## src/rtl/fft_pkg.sv

```systemverilog
// Shared types, sizing constants and the bit-reverse helper for the FFT sequencer.
package fft_pkg;

  localparam int unsigned N2Max     = 12;
  localparam int unsigned N2Default = 5;
  localparam int unsigned NPoints   = 2 ** N2Default;
  localparam int unsigned NHalf     = NPoints / 2;
  localparam int unsigned StageW    = 4;

  typedef enum logic [2:0] {
    StIdle,
    StLoad,
    StComp,
    StGap,
    StUnload
  } fft_state_e;

  // Reverse the low n2 bits of v; bits at and above n2 must be zero.
  function automatic logic [N2Max-1:0] bitrev(input logic [N2Max-1:0] v,
                                              input int unsigned n2);
    logic [N2Max-1:0] full;
    for (int unsigned b = 0; b < N2Max; b++) begin
      full[b] = v[N2Max-1-b];
    end
    return full >> (N2Max - n2);
  endfunction

endpackage

```

## src/rtl/fft_sequencer_if.sv

```systemverilog
// Handshake and RAM/ROM address bundle between the FFT sequencer and its datapath.
interface fft_sequencer_if
  import fft_pkg::*;
#(
  parameter int unsigned N_2 = N2Default
) ();

  logic           start;
  logic           inverse;
  logic           in_valid;
  logic           in_ready;
  logic           load_we;
  logic [N_2-1:0] load_adr;
  logic           rd_bank;
  logic [N_2-1:0] rd_adra;
  logic [N_2-1:0] rd_adrb;
  logic [N_2-2:0] tw_adr;
  logic           tw_conj;
  logic           wr_en;
  logic           wr_bank;
  logic [N_2-1:0] wr_adra;
  logic [N_2-1:0] wr_adrb;
  logic           out_valid;
  logic           out_ready;
  logic [N_2-1:0] out_adr;
  logic           out_bank;
  logic           out_last;
  logic           busy;
  logic           done;

  modport master (
    input  start, inverse, in_valid, out_ready,
    output in_ready, load_we, load_adr, rd_bank, rd_adra, rd_adrb, tw_adr, tw_conj,
           wr_en, wr_bank, wr_adra, wr_adrb, out_valid, out_adr, out_bank, out_last,
           busy, done
  );

  modport slave (
    output start, inverse, in_valid, out_ready,
    input  in_ready, load_we, load_adr, rd_bank, rd_adra, rd_adrb, tw_adr, tw_conj,
           wr_en, wr_bank, wr_adra, wr_adrb, out_valid, out_adr, out_bank, out_last,
           busy, done
  );

endinterface

```

## src/rtl/fft_bfly_adr.sv

```systemverilog
// Combinational butterfly address generator: (stage, butterfly index) to RAM and twiddle addresses.
module fft_bfly_adr
  import fft_pkg::*;
#(
  parameter int unsigned N_2 = N2Default
) (
  input  logic [StageW-1:0] s,
  input  logic [N_2-2:0]    i,
  output logic [N_2-1:0]    adra,
  output logic [N_2-1:0]    adrb,
  output logic [N_2-2:0]    tw
);

  localparam int unsigned TwW = N_2 - 1;
  localparam logic [N_2-1:0] One = N_2'(1);

  logic [N_2-1:0] iw;
  logic [N_2-1:0] span;
  logic [N_2-1:0] pos;

  always_comb begin
    iw   = {1'b0, i};
    span = One << s;
    pos  = iw & (span - One);
    // Insert a zero at bit s; the partner address sets that bit.
    adra = ((iw >> s) << (s + StageW'(1))) | pos;
    adrb = adra | span;
    tw   = TwW'(pos << (StageW'(N_2 - 1) - s));
  end

endmodule

```

## src/rtl/fft_sequencer.sv

```systemverilog
// Control and address sequencing for an in-place radix-2 DIT FFT over two ping-pong banks.
module fft_sequencer
  import fft_pkg::*;
#(
  parameter int unsigned N_2 = N2Default
) (
  input  logic            clk,
  input  logic            reset,
  fft_sequencer_if.master bus
);

  localparam logic [N_2-1:0]    LastSample = '1;
  localparam logic [N_2-1:0]    LastBfly   = LastSample >> 1;
  localparam logic [N_2-1:0]    CntOne     = N_2'(1);
  localparam logic [StageW-1:0] LastStage  = StageW'(N_2 - 1);
  localparam logic [StageW-1:0] StageOne   = StageW'(1);
  localparam logic              OutBank    = 1'(N_2 % 2);

  fft_state_e        state_q, state_d;
  logic [N_2-1:0]    cnt_q, cnt_d;
  logic [StageW-1:0] stage_q, stage_d;
  logic              inv_q, inv_d;
  logic              done_q, done_d;

  logic              wr_en_q, wr_bank_q;
  logic [N_2-1:0]    wr_adra_q, wr_adrb_q;

  logic              in_hs, out_hs, rd_en;
  logic [N_2-1:0]    bf_adra, bf_adrb;
  logic [N_2-2:0]    bf_tw;
  logic [N2Max-1:0]  cnt_ext;

  assign in_hs  = (state_q == StLoad) & bus.in_valid;
  assign out_hs = (state_q == StUnload) & bus.out_ready;
  assign rd_en  = (state_q == StComp);

  fft_bfly_adr #(
    .N_2 (N_2)
  ) u_bfly_adr (
    .s    (stage_q),
    .i    (cnt_q[N_2-2:0]),
    .adra (bf_adra),
    .adrb (bf_adrb),
    .tw   (bf_tw)
  );

  // State register.
  always_ff @(posedge clk or posedge reset) begin
    if (reset) begin
      state_q <= StIdle;
    end else begin
      state_q <= state_d;
    end
  end

  // Next-state logic.
  always_comb begin
    state_d = state_q;
    unique case (state_q)
      StIdle:   if (bus.start) state_d = StLoad;
      StLoad:   if (in_hs && cnt_q == LastSample) state_d = StComp;
      StComp:   if (cnt_q == LastBfly) state_d = StGap;
      StGap:    state_d = (stage_q == LastStage) ? StUnload : StComp;
      StUnload: if (out_hs && cnt_q == LastSample) state_d = StIdle;
      default:  state_d = StIdle;
    endcase
  end

  // Counters, stage index and latched mode.
  always_comb begin
    cnt_d   = cnt_q;
    stage_d = stage_q;
    inv_d   = inv_q;
    done_d  = 1'b0;
    unique case (state_q)
      StIdle: begin
        cnt_d   = '0;
        stage_d = '0;
        if (bus.start) inv_d = bus.inverse;
      end
      StLoad: begin
        if (in_hs) cnt_d = cnt_q + CntOne;
      end
      StComp: begin
        cnt_d = (cnt_q == LastBfly) ? '0 : cnt_q + CntOne;
      end
      StGap: begin
        stage_d = (stage_q == LastStage) ? '0 : stage_q + StageOne;
      end
      StUnload: begin
        if (out_hs) begin
          cnt_d = cnt_q + CntOne;
          if (cnt_q == LastSample) begin
            done_d = 1'b1;
            inv_d  = 1'b0;
          end
        end
      end
      default: ;
    endcase
  end

  always_ff @(posedge clk or posedge reset) begin
    if (reset) begin
      cnt_q   <= '0;
      stage_q <= '0;
      inv_q   <= 1'b0;
      done_q  <= 1'b0;
    end else begin
      cnt_q   <= cnt_d;
      stage_q <= stage_d;
      inv_q   <= inv_d;
      done_q  <= done_d;
    end
  end

  // Write side lags reads by one cycle to line up with the registered twiddle ROM.
  always_ff @(posedge clk or posedge reset) begin
    if (reset) begin
      wr_en_q   <= 1'b0;
      wr_bank_q <= 1'b0;
      wr_adra_q <= '0;
      wr_adrb_q <= '0;
    end else begin
      wr_en_q   <= rd_en;
      wr_bank_q <= rd_en & ~stage_q[0];
      wr_adra_q <= rd_en ? bf_adra : '0;
      wr_adrb_q <= rd_en ? bf_adrb : '0;
    end
  end

  assign cnt_ext = {{(N2Max - 1){1'b0}}, 1'b0} | N2Max'(cnt_q);

  // Output decode.
  always_comb begin
    bus.in_ready  = 1'b0;
    bus.load_we   = 1'b0;
    bus.load_adr  = '0;
    bus.rd_bank   = 1'b0;
    bus.rd_adra   = '0;
    bus.rd_adrb   = '0;
    bus.tw_adr    = '0;
    bus.out_valid = 1'b0;
    bus.out_adr   = '0;
    bus.out_bank  = 1'b0;
    bus.out_last  = 1'b0;
    unique case (state_q)
      StLoad: begin
        bus.in_ready = 1'b1;
        bus.load_we  = bus.in_valid;
        bus.load_adr = N_2'(bitrev(cnt_ext, N_2));
      end
      StComp: begin
        bus.rd_bank = stage_q[0];
        bus.rd_adra = bf_adra;
        bus.rd_adrb = bf_adrb;
        bus.tw_adr  = bf_tw;
      end
      StUnload: begin
        bus.out_valid = 1'b1;
        bus.out_adr   = cnt_q;
        bus.out_bank  = OutBank;
        bus.out_last  = (cnt_q == LastSample);
      end
      default: ;
    endcase
  end

  assign bus.tw_conj = inv_q;
  assign bus.wr_en   = wr_en_q;
  assign bus.wr_bank = wr_bank_q;
  assign bus.wr_adra = wr_adra_q;
  assign bus.wr_adrb = wr_adrb_q;
  assign bus.busy    = (state_q != StIdle);
  assign bus.done    = done_q;

endmodule

```

## src/flat_wrapper.sv

```systemverilog
// flat-port wrapper written by rule: the top's interface ports become plain ports
module fft_sequencer_flat import fft_pkg::*;
#(
  parameter int unsigned N_2 = N2Default
)
  (clk, reset, bus_start, bus_inverse, bus_in_valid, bus_out_ready, bus_in_ready, bus_load_we, bus_load_adr, bus_rd_bank, bus_rd_adra, bus_rd_adrb, bus_tw_adr, bus_tw_conj, bus_wr_en, bus_wr_bank, bus_wr_adra, bus_wr_adrb, bus_out_valid, bus_out_adr, bus_out_bank, bus_out_last, bus_busy, bus_done);
  fft_sequencer_if #(.N_2(N_2)) bus_i ();
  input  logic clk;
  input  logic reset;
  input wire logic [$bits(bus_i.start)-1:0] bus_start;
  input wire logic [$bits(bus_i.inverse)-1:0] bus_inverse;
  input wire logic [$bits(bus_i.in_valid)-1:0] bus_in_valid;
  input wire logic [$bits(bus_i.out_ready)-1:0] bus_out_ready;
  output wire logic [$bits(bus_i.in_ready)-1:0] bus_in_ready;
  output wire logic [$bits(bus_i.load_we)-1:0] bus_load_we;
  output wire logic [$bits(bus_i.load_adr)-1:0] bus_load_adr;
  output wire logic [$bits(bus_i.rd_bank)-1:0] bus_rd_bank;
  output wire logic [$bits(bus_i.rd_adra)-1:0] bus_rd_adra;
  output wire logic [$bits(bus_i.rd_adrb)-1:0] bus_rd_adrb;
  output wire logic [$bits(bus_i.tw_adr)-1:0] bus_tw_adr;
  output wire logic [$bits(bus_i.tw_conj)-1:0] bus_tw_conj;
  output wire logic [$bits(bus_i.wr_en)-1:0] bus_wr_en;
  output wire logic [$bits(bus_i.wr_bank)-1:0] bus_wr_bank;
  output wire logic [$bits(bus_i.wr_adra)-1:0] bus_wr_adra;
  output wire logic [$bits(bus_i.wr_adrb)-1:0] bus_wr_adrb;
  output wire logic [$bits(bus_i.out_valid)-1:0] bus_out_valid;
  output wire logic [$bits(bus_i.out_adr)-1:0] bus_out_adr;
  output wire logic [$bits(bus_i.out_bank)-1:0] bus_out_bank;
  output wire logic [$bits(bus_i.out_last)-1:0] bus_out_last;
  output wire logic [$bits(bus_i.busy)-1:0] bus_busy;
  output wire logic [$bits(bus_i.done)-1:0] bus_done;
  assign bus_i.start = bus_start;
  assign bus_i.inverse = bus_inverse;
  assign bus_i.in_valid = bus_in_valid;
  assign bus_i.out_ready = bus_out_ready;
  assign bus_in_ready = bus_i.in_ready;
  assign bus_load_we = bus_i.load_we;
  assign bus_load_adr = bus_i.load_adr;
  assign bus_rd_bank = bus_i.rd_bank;
  assign bus_rd_adra = bus_i.rd_adra;
  assign bus_rd_adrb = bus_i.rd_adrb;
  assign bus_tw_adr = bus_i.tw_adr;
  assign bus_tw_conj = bus_i.tw_conj;
  assign bus_wr_en = bus_i.wr_en;
  assign bus_wr_bank = bus_i.wr_bank;
  assign bus_wr_adra = bus_i.wr_adra;
  assign bus_wr_adrb = bus_i.wr_adrb;
  assign bus_out_valid = bus_i.out_valid;
  assign bus_out_adr = bus_i.out_adr;
  assign bus_out_bank = bus_i.out_bank;
  assign bus_out_last = bus_i.out_last;
  assign bus_busy = bus_i.busy;
  assign bus_done = bus_i.done;
  fft_sequencer #(.N_2(N_2)) u_core (.clk(clk), .reset(reset), .bus(bus_i));
endmodule
```

## config.mk

```make
export PLATFORM = sky130hd
export DESIGN_NAME = fft_sequencer_flat
export DESIGN_NICKNAME = d
export VERILOG_FILES = /design/src/rtl/fft_pkg.sv /design/src/rtl/fft_sequencer_if.sv /design/src/rtl/fft_bfly_adr.sv /design/src/rtl/fft_sequencer.sv /design/src/flat_wrapper.sv
export SDC_FILE = /design/constraint.sdc
export NUM_CORES = 1
export LEC_CHECK = 0
export BUFFER_PORTS_ARGS = -buffer_cell sky130_fd_sc_hd__buf_2
export CAP_MARGIN = 25
export CORE_MARGIN = 2
export CORE_UTILIZATION = 45
export CTS_CLUSTER_SIZE = 40
export DETAILED_ROUTE_END_ITERATION = 8
export GPL_TIMING_DRIVEN = 0
export PLACE_DENSITY = 0.81
export SYNTH_ARGS = -nofsm -noshare
export SYNTH_HDL_FRONTEND = slang
export SYNTH_SLANG_ARGS = --single-unit
```

## constraint.sdc

```tcl
create_clock -name clk -period 3.59 [get_ports clk]
set_input_delay 0.1795 -clock clk [delete_from_list [all_inputs] [get_ports clk]]
set_output_delay 0.1795 -clock clk [all_outputs]
set_load 0.005 [all_outputs]
```

==> results.json <==
{
  "ys_seq_elements": 26,
  "reg2regPathDepth": 9,
  "grt_pass1_vias": 1622,
  "worst-path-stages": 10,
  "synth_edf_count": 0,
  "dr.pass1.iters": 4,
  "numCtsBuffers": 3,
  "multi_input_area_um2": 1100,
  "crit_chain": "clkbuf_1, inv_1, ha_1, nand2b_1, ha_1, nand2_1, mux2i_1, a31oi_1, a21oi_1, buf_2",
  "port_buffers": 50,
  "viasPerCell": 5.63,
  "post_cts_buffers": 0,
  "path_max_fanout": 10,
  "n_antenna_cell": 0,
  "postSynthCellCount": 216,
  "initial_core_util_pct": 46.9,
  "synth_seq_area_share_pct": 34.4,
  "ios": 51,
  "final_common_cell": "buf_2",
  "nets": 291,
  "ff_latch_area_um2": 651,
  "rr_startpoint": "u_core.stage_q[2]",
  "cpMostUsedCell": "ha_1",
  "synthDistinctLibCells": 53,
  "grt_pass1_wl_um": 7620,
  "grt_max_degree": 27,
  "vias": 1814,
  "routed_wl_um": 4740,
  "cts_buffer_depth": 2,
  "crit_family": "buffers and inverters",
  "drcViolationCount": 0,
  "cts_tree": "yes",
  "gp_congestion": 0.922,
  "fp.dieH_um": 68.8,
  "root_buffer": "clkbuf_8",
  "period_minus_slack_ps": 2900,
  "dpl.hpwl_um": 3550,
  "wl_per_cell_um": 14.7,
  "dpl.cell_count": 316,
  "cp-end-kind": "primary output",
  "crit_path_start_kind": "flop",
  "drtIter0Drc": 144,
  "finalPower_uw": 950,
  "yosys_warnings": 0,
  "clkLatencyLatePin_ps": 270,
  "leakage_nw": 1.15,
  "fmax_ghz": 0.345,
  "die_w_um": 68.8,
  "cts_resized": 0,
  "hold_depth": 2,
  "die_area_um2": 4730,
  "final_cells": 322,
  "outcome": "finished, final reports clean",
  "synth_top_cell_area_share_pct": 34.4,
  "syn_to_final_growth_pct": 21.5,
  "cp_num_buf_inv": 3,
  "clkSinkCount": 26,
  "crit_required_ps": 3410,
  "grt_usage_pct": 21.1,
  "drt.antenna.violating_nets": 0,
  "hp-start": "bus_out_ready",
  "maxCapViolations": 0,
  "setup_viol": 0,
  "slowest_stage": "dfrtp_1",
  "crit_path_start": "u_core.stage_q[2]",
  "htreeDepth": 1,
  "critical-path-max-stage-delay_ps": 400,
  "worst_slew_pin_slew_ps": 721,
  "syn-num-nets": 234,
  "powerDensity_nw_per_um2": 414,
  "yosys-top-cells-area": "dfrtp_1 34%, ha_1 7.9%, nand2_1 3.2%",
  "ir_worst_vdd_uv": 261,
  "drive_gt1_share_pct": 26.8,
  "crit_type": "reg2out",
  "num_rows": 23,
  "slew_violations": 0,
  "fin_crit_sh_pct": 80.8,
  "postSynth.asyncResetShare_pct": 100,
  "core-area_um2": 4030,
  "hold_viol_final": 0,
  "synth_area_per_cell_um2": 8.75,
  "tns_ps": 0,
  "grt_antenna_before_repair": 0,
  "arrival_ps": 2720,
  "yosysTopAreaCell": "dfrtp_1",
  "relSlewSlack_pct": 51.5,
  "clk_pin_slew_ps": 90,
  "netlist_area_um2": 1890,
  "skew_ps": 2.56,
  "holdBufCountCts": 0,
  "fillers": 381,
  "grt_remaining_overflow": 0,
  "ys.flop_type": "dfrtp_1",
  "final_cell_mix": "52 x buf_2, 26 x dfrtp_1, 16 x nand2_1, 13 x nor2_1",
  "hold_path_class": "in2reg",
  "rsz0062_at_grt": "no"
}
==> metrics by stage <==
step | utilization (%) | setup WS [ps] | hold WS (ps) | instance area [um^2]
2_1_floorplan | - | 1470 | 220 | 1890
3_3_place_gp | 54.7 | 1020 | 458 | 2200
3_5_place_dp | 54.7 | 983 | 474 | 2200
4_1_cts | 56.0 | 677 | 180 | 2260
5_1_grt | 57.0 | 422 | 210 | 2290
6_report | 57.0 | 690 | 197 | 2290
==> flip-flops by register name, indices dropped and copies added (netlist names) <==
name and flops:
u_core.cnt_q 5, u_core.bus.wr_adrb 5, u_core.bus.tw_conj 1, u_core.bus.done 1, u_core.state_q 3, u_core.bus.wr_bank 1, u_core.bus.wr_en 1, u_core.stage_q 4
u_core.bus.wr_adra 5
==> metal layers <==
layer | routed length [um] | global-route usage, % | vias to the layer above
li1 | - | - | 887
met1 | 2170 | 28.5 | 850
met2 | 2220 | 36.7 | 69
met3 | 285 | 1.79 | 8
met4 | 63 | 4.66 | 0
met5 | 0 | 0 | -
==> layout make-up <==
cell class,instances,share of cell area (%)
Multi-Input combinational cell,160,47.9
Sequential cell,26,28.4
Timing Repair Buffer,52,12.5
Buffer,14,3.22
Inverter,16,2.84
Tap cell,50,2.73
Clock buffer,4,2.40
==> cell usage after synthesis (all sizes together), types with 2 or more instances <==
cell type	number
xnor2	2
o311ai	2
o21ai	7
a22o	4
nor2b	3
o22ai	3
or2	2
nor2	13
inv	16
nand2	16
a31oi	8
nand2b	9
or3b	2
nor3	3
mux2i	5
a221oi	2
o2bb2ai	4
and3	9
and2	9
o21a	2
nand3	6
o211ai	2
ha	12
or3	2
mux2	3
dfrtp	26
a21oi	9
nand4	7
clkbuf	8
buf	6
==> logic make-up after synthesis <==
kind of cell | synth area share (%)
and+or+nand+nor | 24.6
DFF | 34.4
muxes | 4.44
AOI/OAI and AO/OA | 20.3
xor gates and xnor gates | 0.927
adders and majority gates | 7.95
buffers and inverters | 7.35
==> worst register-to-register path, cell delays in order, from the launching register on <==
cell and delay, ps:
dfrtp_1 400, clkbuf_1 350, inv_1 200, ha_1 250
nand2b_1 210, ha_1 220, nand2_1 70, mux2i_1 260
a31oi_1 100, a21oi_1 250
==> final timing paths <==
kind / endpoint / slack (ps)
hold reg to reg: u_core.bus.tw_conj / 500
setup reg to reg: u_core.bus.wr_adra[2] / 1200
min in group asynchronous: u_core.bus.wr_adra[4] / 330
max in group asynchronous: u_core.state_q[2] / 2890
setup / recovery: bus_rd_adra[2] / 690
hold / removal: u_core.bus.done / 200
==> power by group <==
| group | switching, mW | leakage, nW | internal, mW |
|---|---|---|---|
| sequential | 0.0520 | 0.351 | 0.329 |
| clock | 0.0983 | 0.0288 | 0.0981 |
| combinational | 0.206 | 0.775 | 0.166 |
| total | 0.357 | 1.15 | 0.594 |
Note: power is estimated with default switching activity, not from simulation.
